$ cat config.mk
export PLATFORM = sky130hd
export DESIGN_NAME = sequence_control
export DESIGN_NICKNAME = d
export VERILOG_FILES = /design/src/rtl/sequence_control_pkg.sv /design/src/rtl/instruction_decoder.sv /design/src/rtl/sequence_control.sv
export SDC_FILE = /design/constraint.sdc
export NUM_CORES = 1
export LEC_CHECK = 0
export CAP_MARGIN = 20
export CORE_AREA = 3 3 57 59
export DETAILED_ROUTE_END_ITERATION = 6
export DIE_AREA = 0 0 60 62
export GPL_ROUTABILITY_DRIVEN = 0
export PLACE_DENSITY = 0.67
export SYNTH_ARGS = -nofsm -noshare
export SYNTH_HDL_FRONTEND = slang
export SYNTH_SLANG_ARGS = --single-unit
$ cat constraint.sdc
create_clock -name Clk -period 1.5 [get_ports Clk]
set_input_delay 0.225 -clock Clk [delete_from_list [all_inputs] [get_ports Clk]]
set_output_delay 0.225 -clock Clk [all_outputs]
set_load 0.05 [all_outputs]
$ cat src/rtl/sequence_control_pkg.sv
// Shared definitions for the A09 sequence controller: FSM states, opcodes,
// register-file data-in source encodings and the decoded-opcode bundle.
package sequence_control_pkg;

  typedef enum logic [2:0] {
    S_RESET  = 3'd0,
    S_FETCH  = 3'd1,
    S_DECODE = 3'd2,
    S_EXEC   = 3'd3,
    S_MEM    = 3'd4,
    S_WB     = 3'd5,
    S_HALT   = 3'd6
  } state_t;

  localparam logic [3:0] OP_NOP  = 4'h0;
  localparam logic [3:0] OP_ADD  = 4'h1;
  localparam logic [3:0] OP_SUB  = 4'h2;
  localparam logic [3:0] OP_AND  = 4'h3;
  localparam logic [3:0] OP_OR   = 4'h4;
  localparam logic [3:0] OP_XOR  = 4'h5;
  localparam logic [3:0] OP_LD   = 4'h6;
  localparam logic [3:0] OP_ST   = 4'h7;
  localparam logic [3:0] OP_LDI  = 4'h8;
  localparam logic [3:0] OP_BRZ  = 4'h9;
  localparam logic [3:0] OP_HALT = 4'hF;

  localparam logic [1:0] DIN_ALU = 2'd0;
  localparam logic [1:0] DIN_MEM = 2'd1;
  localparam logic [1:0] DIN_IMM = 2'd2;

  typedef struct packed {
    logic is_alu;
    logic is_ld;
    logic is_st;
    logic is_ldi;
    logic is_brz;
    logic is_halt;
    logic is_illegal;
  } dec_t;

endpackage

$ cat src/rtl/instruction_decoder.sv
// Combinational opcode classifier feeding the sequence controller.
module instruction_decoder
  import sequence_control_pkg::*;
(
  input  logic [3:0] i_opcode,
  output dec_t       o_dec
);

  // Map each opcode onto exactly one instruction class (NOP maps to none).
  always_comb begin
    o_dec = '0;
    case (i_opcode)
      OP_NOP:                              o_dec = '0;
      OP_ADD, OP_SUB, OP_AND, OP_OR, OP_XOR: o_dec.is_alu  = 1'b1;
      OP_LD:                               o_dec.is_ld   = 1'b1;
      OP_ST:                               o_dec.is_st   = 1'b1;
      OP_LDI:                              o_dec.is_ldi  = 1'b1;
      OP_BRZ:                              o_dec.is_brz  = 1'b1;
      OP_HALT:                             o_dec.is_halt = 1'b1;
      default:                             o_dec.is_illegal = 1'b1;
    endcase
  end

endmodule

$ cat src/rtl/sequence_control.sv
// A09 sequence control matrix: multi-cycle fetch/decode/execute/writeback FSM
// driving register-file, ALU, PC and memory-port strobes.
module sequence_control
  import sequence_control_pkg::*;
#(
  parameter int DataWidth  = 16,
  parameter int SelectSize = 3
) (
  input  logic                  Clk,
  input  logic                  Reset_N,
  input  logic [DataWidth-1:0]  IR_In,
  input  logic                  Mem_Rdy,
  input  logic                  Zero_Flag,
  output logic                  IR_Ld_N,
  output logic                  PC_Inc,
  output logic                  PC_Ld_N,
  output logic                  Mem_Rd_N,
  output logic                  Mem_Wr_N,
  output logic                  Addr_Sel,
  output logic                  REG_WE,
  output logic [SelectSize-1:0] REG_Dst,
  output logic [SelectSize-1:0] REG_Src1,
  output logic [SelectSize-1:0] REG_Src2,
  output logic [1:0]            DIn_Sel,
  output logic [3:0]            ALU_Op,
  output logic                  Halted,
  output logic                  Illegal
);

  state_t                r_state;
  state_t                w_state_next;
  logic [3:0]            r_op;
  logic [SelectSize-1:0] r_dst;
  logic [SelectSize-1:0] r_src1;
  logic [SelectSize-1:0] r_src2;
  logic                  w_ir_load;
  dec_t                  w_dec;
  // Immediate low bits are consumed by the datapath's sign extender, not here.
  logic                  w_unused_imm;

  assign w_unused_imm = ^IR_In[2:0];
  assign w_ir_load    = (r_state == S_FETCH) && Mem_Rdy;

  instruction_decoder u_decoder (
    .i_opcode (r_op),
    .o_dec    (w_dec)
  );

  // State register; reset forces RESET so all decoded outputs go idle at once.
  always_ff @(posedge Clk or negedge Reset_N) begin
    if (!Reset_N) r_state <= S_RESET;
    else          r_state <= w_state_next;
  end

  // Instruction field latch, loaded on the fetch cycle that memory completes.
  always_ff @(posedge Clk or negedge Reset_N) begin
    if (!Reset_N) begin
      r_op   <= '0;
      r_dst  <= '0;
      r_src1 <= '0;
      r_src2 <= '0;
    end else if (w_ir_load) begin
      r_op   <= IR_In[DataWidth-1 -: 4];
      r_dst  <= IR_In[9 +: SelectSize];
      r_src1 <= IR_In[6 +: SelectSize];
      r_src2 <= IR_In[3 +: SelectSize];
    end
  end

  // Next-state and strobe decode; only IR_Ld_N/PC_Inc (and the BRZ PC load)
  // look at live inputs, everything else follows state and latched fields.
  always_comb begin
    w_state_next = r_state;
    IR_Ld_N  = 1'b1;
    PC_Inc   = 1'b0;
    PC_Ld_N  = 1'b1;
    Mem_Rd_N = 1'b1;
    Mem_Wr_N = 1'b1;
    Addr_Sel = 1'b0;
    REG_WE   = 1'b1;
    REG_Dst  = '0;
    REG_Src1 = '0;
    REG_Src2 = '0;
    DIn_Sel  = DIN_ALU;
    ALU_Op   = '0;
    Halted   = 1'b0;
    Illegal  = 1'b0;
    case (r_state)
      S_RESET: w_state_next = S_FETCH;
      S_FETCH: begin
        Mem_Rd_N = 1'b0;
        if (Mem_Rdy) begin
          IR_Ld_N      = 1'b0;
          PC_Inc       = 1'b1;
          w_state_next = S_DECODE;
        end
      end
      S_DECODE: begin
        REG_Src1     = r_src1;
        REG_Src2     = r_src2;
        ALU_Op       = r_op;
        Illegal      = w_dec.is_illegal;
        w_state_next = S_EXEC;
      end
      S_EXEC: begin
        REG_Src1 = r_src1;
        REG_Src2 = r_src2;
        ALU_Op   = r_op;
        if (w_dec.is_alu || w_dec.is_ldi)     w_state_next = S_WB;
        else if (w_dec.is_ld || w_dec.is_st)  w_state_next = S_MEM;
        else if (w_dec.is_halt)               w_state_next = S_HALT;
        else                                  w_state_next = S_FETCH;
        if (w_dec.is_brz) PC_Ld_N = ~Zero_Flag;
      end
      S_MEM: begin
        REG_Src1 = r_src1;
        REG_Src2 = r_src2;
        ALU_Op   = r_op;
        Addr_Sel = 1'b1;
        Mem_Rd_N = ~w_dec.is_ld;
        Mem_Wr_N = ~w_dec.is_st;
        if (Mem_Rdy) w_state_next = w_dec.is_ld ? S_WB : S_FETCH;
      end
      S_WB: begin
        REG_Src1     = r_src1;
        REG_Src2     = r_src2;
        ALU_Op       = r_op;
        REG_WE       = 1'b0;
        REG_Dst      = r_dst;
        DIn_Sel      = w_dec.is_ld ? DIN_MEM : (w_dec.is_ldi ? DIN_IMM : DIN_ALU);
        w_state_next = S_FETCH;
      end
      S_HALT:  Halted = 1'b1;
      default: w_state_next = S_RESET;
    endcase
  end

endmodule

==> flow_results.org <==
** Timing
- Post-Route Setup TNS :: -4720 ps
- For the pin with the worst max-slew slack, the measured transition is 278 ps.
- Setup repair after global routing missed its margin :: yes
- The max-slew violation count was 0.
- Minimum period implied by the final worst setup slack :: 1770 ps
- Setup violations remaining at the end of the flow were counted as 34.
- Hold Vio Cnt, Final :: 0
- Headroom to the max-slew limit came out at 0.813.
- Worst clock skew :: 4.51 ps
- In the post-route analysis, the smallest setup slack over all paths is -267 ps.
- Maximum achievable frequency :: 0.566 GHz
- Crit share post-route :: 1.18

** Logic synthesis
- After synthesis the cells add up to 0.00100 sq mm.
- Counting distinct cell types in the post-synthesis netlist gives 32.
- Synthesis handed over a netlist of 96 instances.
- Counting flops with an async set or reset pin after synthesis yields a share of 1.00.
- Mean post-synth cell area :: 10.4 sq um
- In the synthesized netlist the dominant register cell turns out to be sky130_fd_sc_hd__dfrtp_1.
- For this run, the register share of the synthesized area comes to 0.400.
- Number of flops mapped to enable cells by yosys :: 0
- Post-synthesis register bit count :: 16
- Syn Nets :: 117
- For this run, the number of Yosys warnings is 0.

** Clocking
- The clock drives 16 sinks.
- No sink is reached through more buffers than the 2 on the longest clock path.
- Buffer type at the clock tree root :: sky130_fd_sc_hd__clkbuf_4
- Clock latency at the later pin of the worst-skew pair :: 290 ps
- For this design, the CTS-stage hold fixing added 0 buffers.
- CTS tree :: yes
- Clock buffer count from CTS :: 3
- Clock slew at reported path FFs :: 100 ps
- H-tree lvl count :: 1

** Power
- Summed over all cells, the static leakage comes to 0.963 nW.
- Pwr Density :: 2420 mW/mm^2
- Power, Total :: 5.30 mW
- IR analysis of the VDD net gives a maximum drop of 0.00235 V.

** Route
- Antenna viol nets, final :: 0
- DRC marker count from the first detailed-route iteration :: 15
- Dividing the detail-routed via count by the number of cells gives 5.23.
- After detailed routing, the total wire length is 3.49 mm.
- DRC errors left :: 0
- In the final routed layout, each cell accounts on average for 17.4 um.
- Across all layers, the routed design uses 1052 vias.
- For this run, the detailed router's first-pass iteration total came to 4.

** Placed design
- Detailed placement finished with a half-perimeter wire length of 2.34 mm.
- The placed instances occupy a cell area of 0.00179 sq mm.
- I/O Buffers :: 40
- Prior to clock tree synthesis, the placed netlist has a worst setup slack of -71.5 ps.

** Final layout
- Finished layout cell area :: 0.00219 sq mm
- In the final layout, the share of cells above drive strength 1 is 0.694.
- For this run, the share of the core covered by cells in the final layout is 0.794.
- The number of antenna diodes in the final layout is 0.
- Fillers :: 162
- Sequential cell area :: 405 sq um
- Combined area of the multi-input logic cells :: 708 sq um
- Layout Area Growth over Synthesis :: 118%
- At the end of the flow, the number of nets in the layout was 192.

** Setup path
- Counting cells, the worst reg-to-reg path comes to 5.
- STA classifies the critical path endpoint as a primary output.
- Data required time of the critical path :: 1270 ps
- The slowest stage of the critical path is the sky130_fd_sc_hd__dfrtp_2 cell.
- Cell mode on critical path :: sky130_fd_sc_hd__buf_6
- CP max stage delay :: 480 ps
- For the worst setup path, the data arrival time is 1540 ps.
- Type of the worst setup path :: reg -> out
- Of all nets on the critical path, the largest fanout is 4.
- CP Launch Type :: flop
- The signal on the critical path passes through buf_6 -> nor2b_4 -> a21oi_1 -> or2_2 -> buf_6.

** Die
- Number of primary I/O pins :: 44
- After floorplanning, the core was divided into 19 placement rows.
- From left edge to right edge, the die measures 60 um.
- Area of the core :: 0.00276 sq mm
- The die is 62 um tall.
- The initial utilization of the core area, before any placement, comes to 0.363.
- The die covers 0.00372 sq mm.

** Global route
- The number of global-route vias before repair is 1143.
- Remaining global-route overflow :: 0
- Initial antenna violation count :: 0
- Total routing resource utilization after global routing :: 0.196
- Entering global routing, the biggest net connects 17 pins.
- First-pass GRT wire length :: 5.29 mm

** Status
- Violated checks :: negative setup slack
- Run status :: finished, violations left

** Flow run
- MaxCap Viol Count :: 0

** Worst hold path
- Min-Delay Path Class :: in -> async
critical path: cells and delay by family, from the launching register on:
family          cells  cell delay [ps]
buf+inv             2              310
compound gates      1               50
simple gates        2              410
flops               1              480
stage by stage:
stage          std cells  hold slack (ps)
2_1_floorplan         96            -70.6
3_3_place_gp         182              482
3_5_place_dp         182              494
4_1_cts              194              245
5_1_grt              201              266
6_report             201              249
synthesized netlist by cell type (2+ instances only):
cell	count	share of area
sky130_fd_sc_hd__a21oi_1	3	0.015
sky130_fd_sc_hd__mux2i_1	2	0.020
sky130_fd_sc_hd__nor2_1	5	0.019
sky130_fd_sc_hd__dfrtp_1	16	0.40
sky130_fd_sc_hd__buf_2	2	0.010
sky130_fd_sc_hd__nor2b_1	2	0.012
sky130_fd_sc_hd__nand2_1	5	0.019
sky130_fd_sc_hd__clkbuf_1	2	0.0075
sky130_fd_sc_hd__nor3_1	4	0.020
sky130_fd_sc_hd__mux2_2	6	0.067
sky130_fd_sc_hd__o21ai_0	4	0.020
sky130_fd_sc_hd__inv_1	4	0.015
sky130_fd_sc_hd__and2_1	11	0.069
sky130_fd_sc_hd__mux2_4	6	0.090
sky130_fd_sc_hd__and3_1	4	0.025
sky130_fd_sc_hd__buf_6	3	0.034
sky130_fd_sc_hd__nand4_1	2	0.012
metal layers:
metal | wire (um) | global-route usage
met5 | 0 | 0
met2 | 1930 | 0.369
met3 | 223 | 0.0372
met1 | 1240 | 0.202
met4 | 96 | 0.111
final timing paths:
| path | from | to | slack (ps) |
|---|---|---|---|
| min in group Clk | IR_In[13] | r_op[1]$_DFFE_PN0P_ | 520 |
| setup reg to reg | r_op[1]$_DFFE_PN0P_ | r_state[2]$_DFFE_PN0P_ | -90 |
| hold / removal | Reset_N | r_src1[2]$_DFFE_PN0P_ | 250 |
| setup / recovery | r_state[2]$_DFFE_PN0P_ | Mem_Rd_N | -270 |
| hold reg to reg | r_src2[2]$_DFFE_PN0P_ | r_src2[2]$_DFFE_PN0P_ | 530 |
| max in group asynchronous | Reset_N | r_op[0]$_DFFE_PN0P_ | 1050 |
cell families after synthesis:
family	after synthesis	share of synthesized area
AOI/OAI and AO/OA	15	0.0986
DFF	16	0.399
adders and majority gates	1	0.0125
and+or+nand+nor	38	0.226
buffers and inverters	12	0.0861
muxes	14	0.177
where the power goes:
group	switching [mW]	total, mW	internal (mW)
clock	0.143	0.291	0.148
sequential	0.231	0.889	0.657
combinational	1.91	4.12	2.21
total	2.29	5.30	3.02
registers in the layout, indices dropped and copies added (netlist names):
name     flops
r_op         4
r_src2       3
r_dst        3
r_state      3
r_src1       3
area by class of cell:
cell class / instances / share of cell area
clock buffers: 4 / 0.0166
flip-flops and latches: 16 / 0.185
multi-input cells: 68 / 0.324
well taps: 31 / 0.0177
inverters: 4 / 0.00972
repair buffers: 78 / 0.447
timing repair:
action,4_1_cts,5_1_grt
gates resized for setup,54,17
endpoints found under the setup margin,34,37
buffers inserted,11,9
pin swaps,17,7
gates cloned,0,0
layout by cell type (no fill, tap or decap), drive strengths merged:
cell type / count
a21boi: 1
or2: 1
nor2: 5
ha: 1
nand2: 5
inv: 3
clkdlybuf4s50: 16
nand3: 1
nand4: 2
clkbuf: 4
a31o: 1
and3: 5
nor3: 4
a21oi: 3
o221ai: 1
clkinvlp: 1
a32oi: 1
mux2: 12
nor2b: 3
buf: 62
a211o: 1
and2: 11
a22oi: 1
o2111ai: 1
o21ai: 5
dfrtp: 16
mux2i: 2
or4b: 1
No activity file was read; power rests on OpenSTA's default activity.
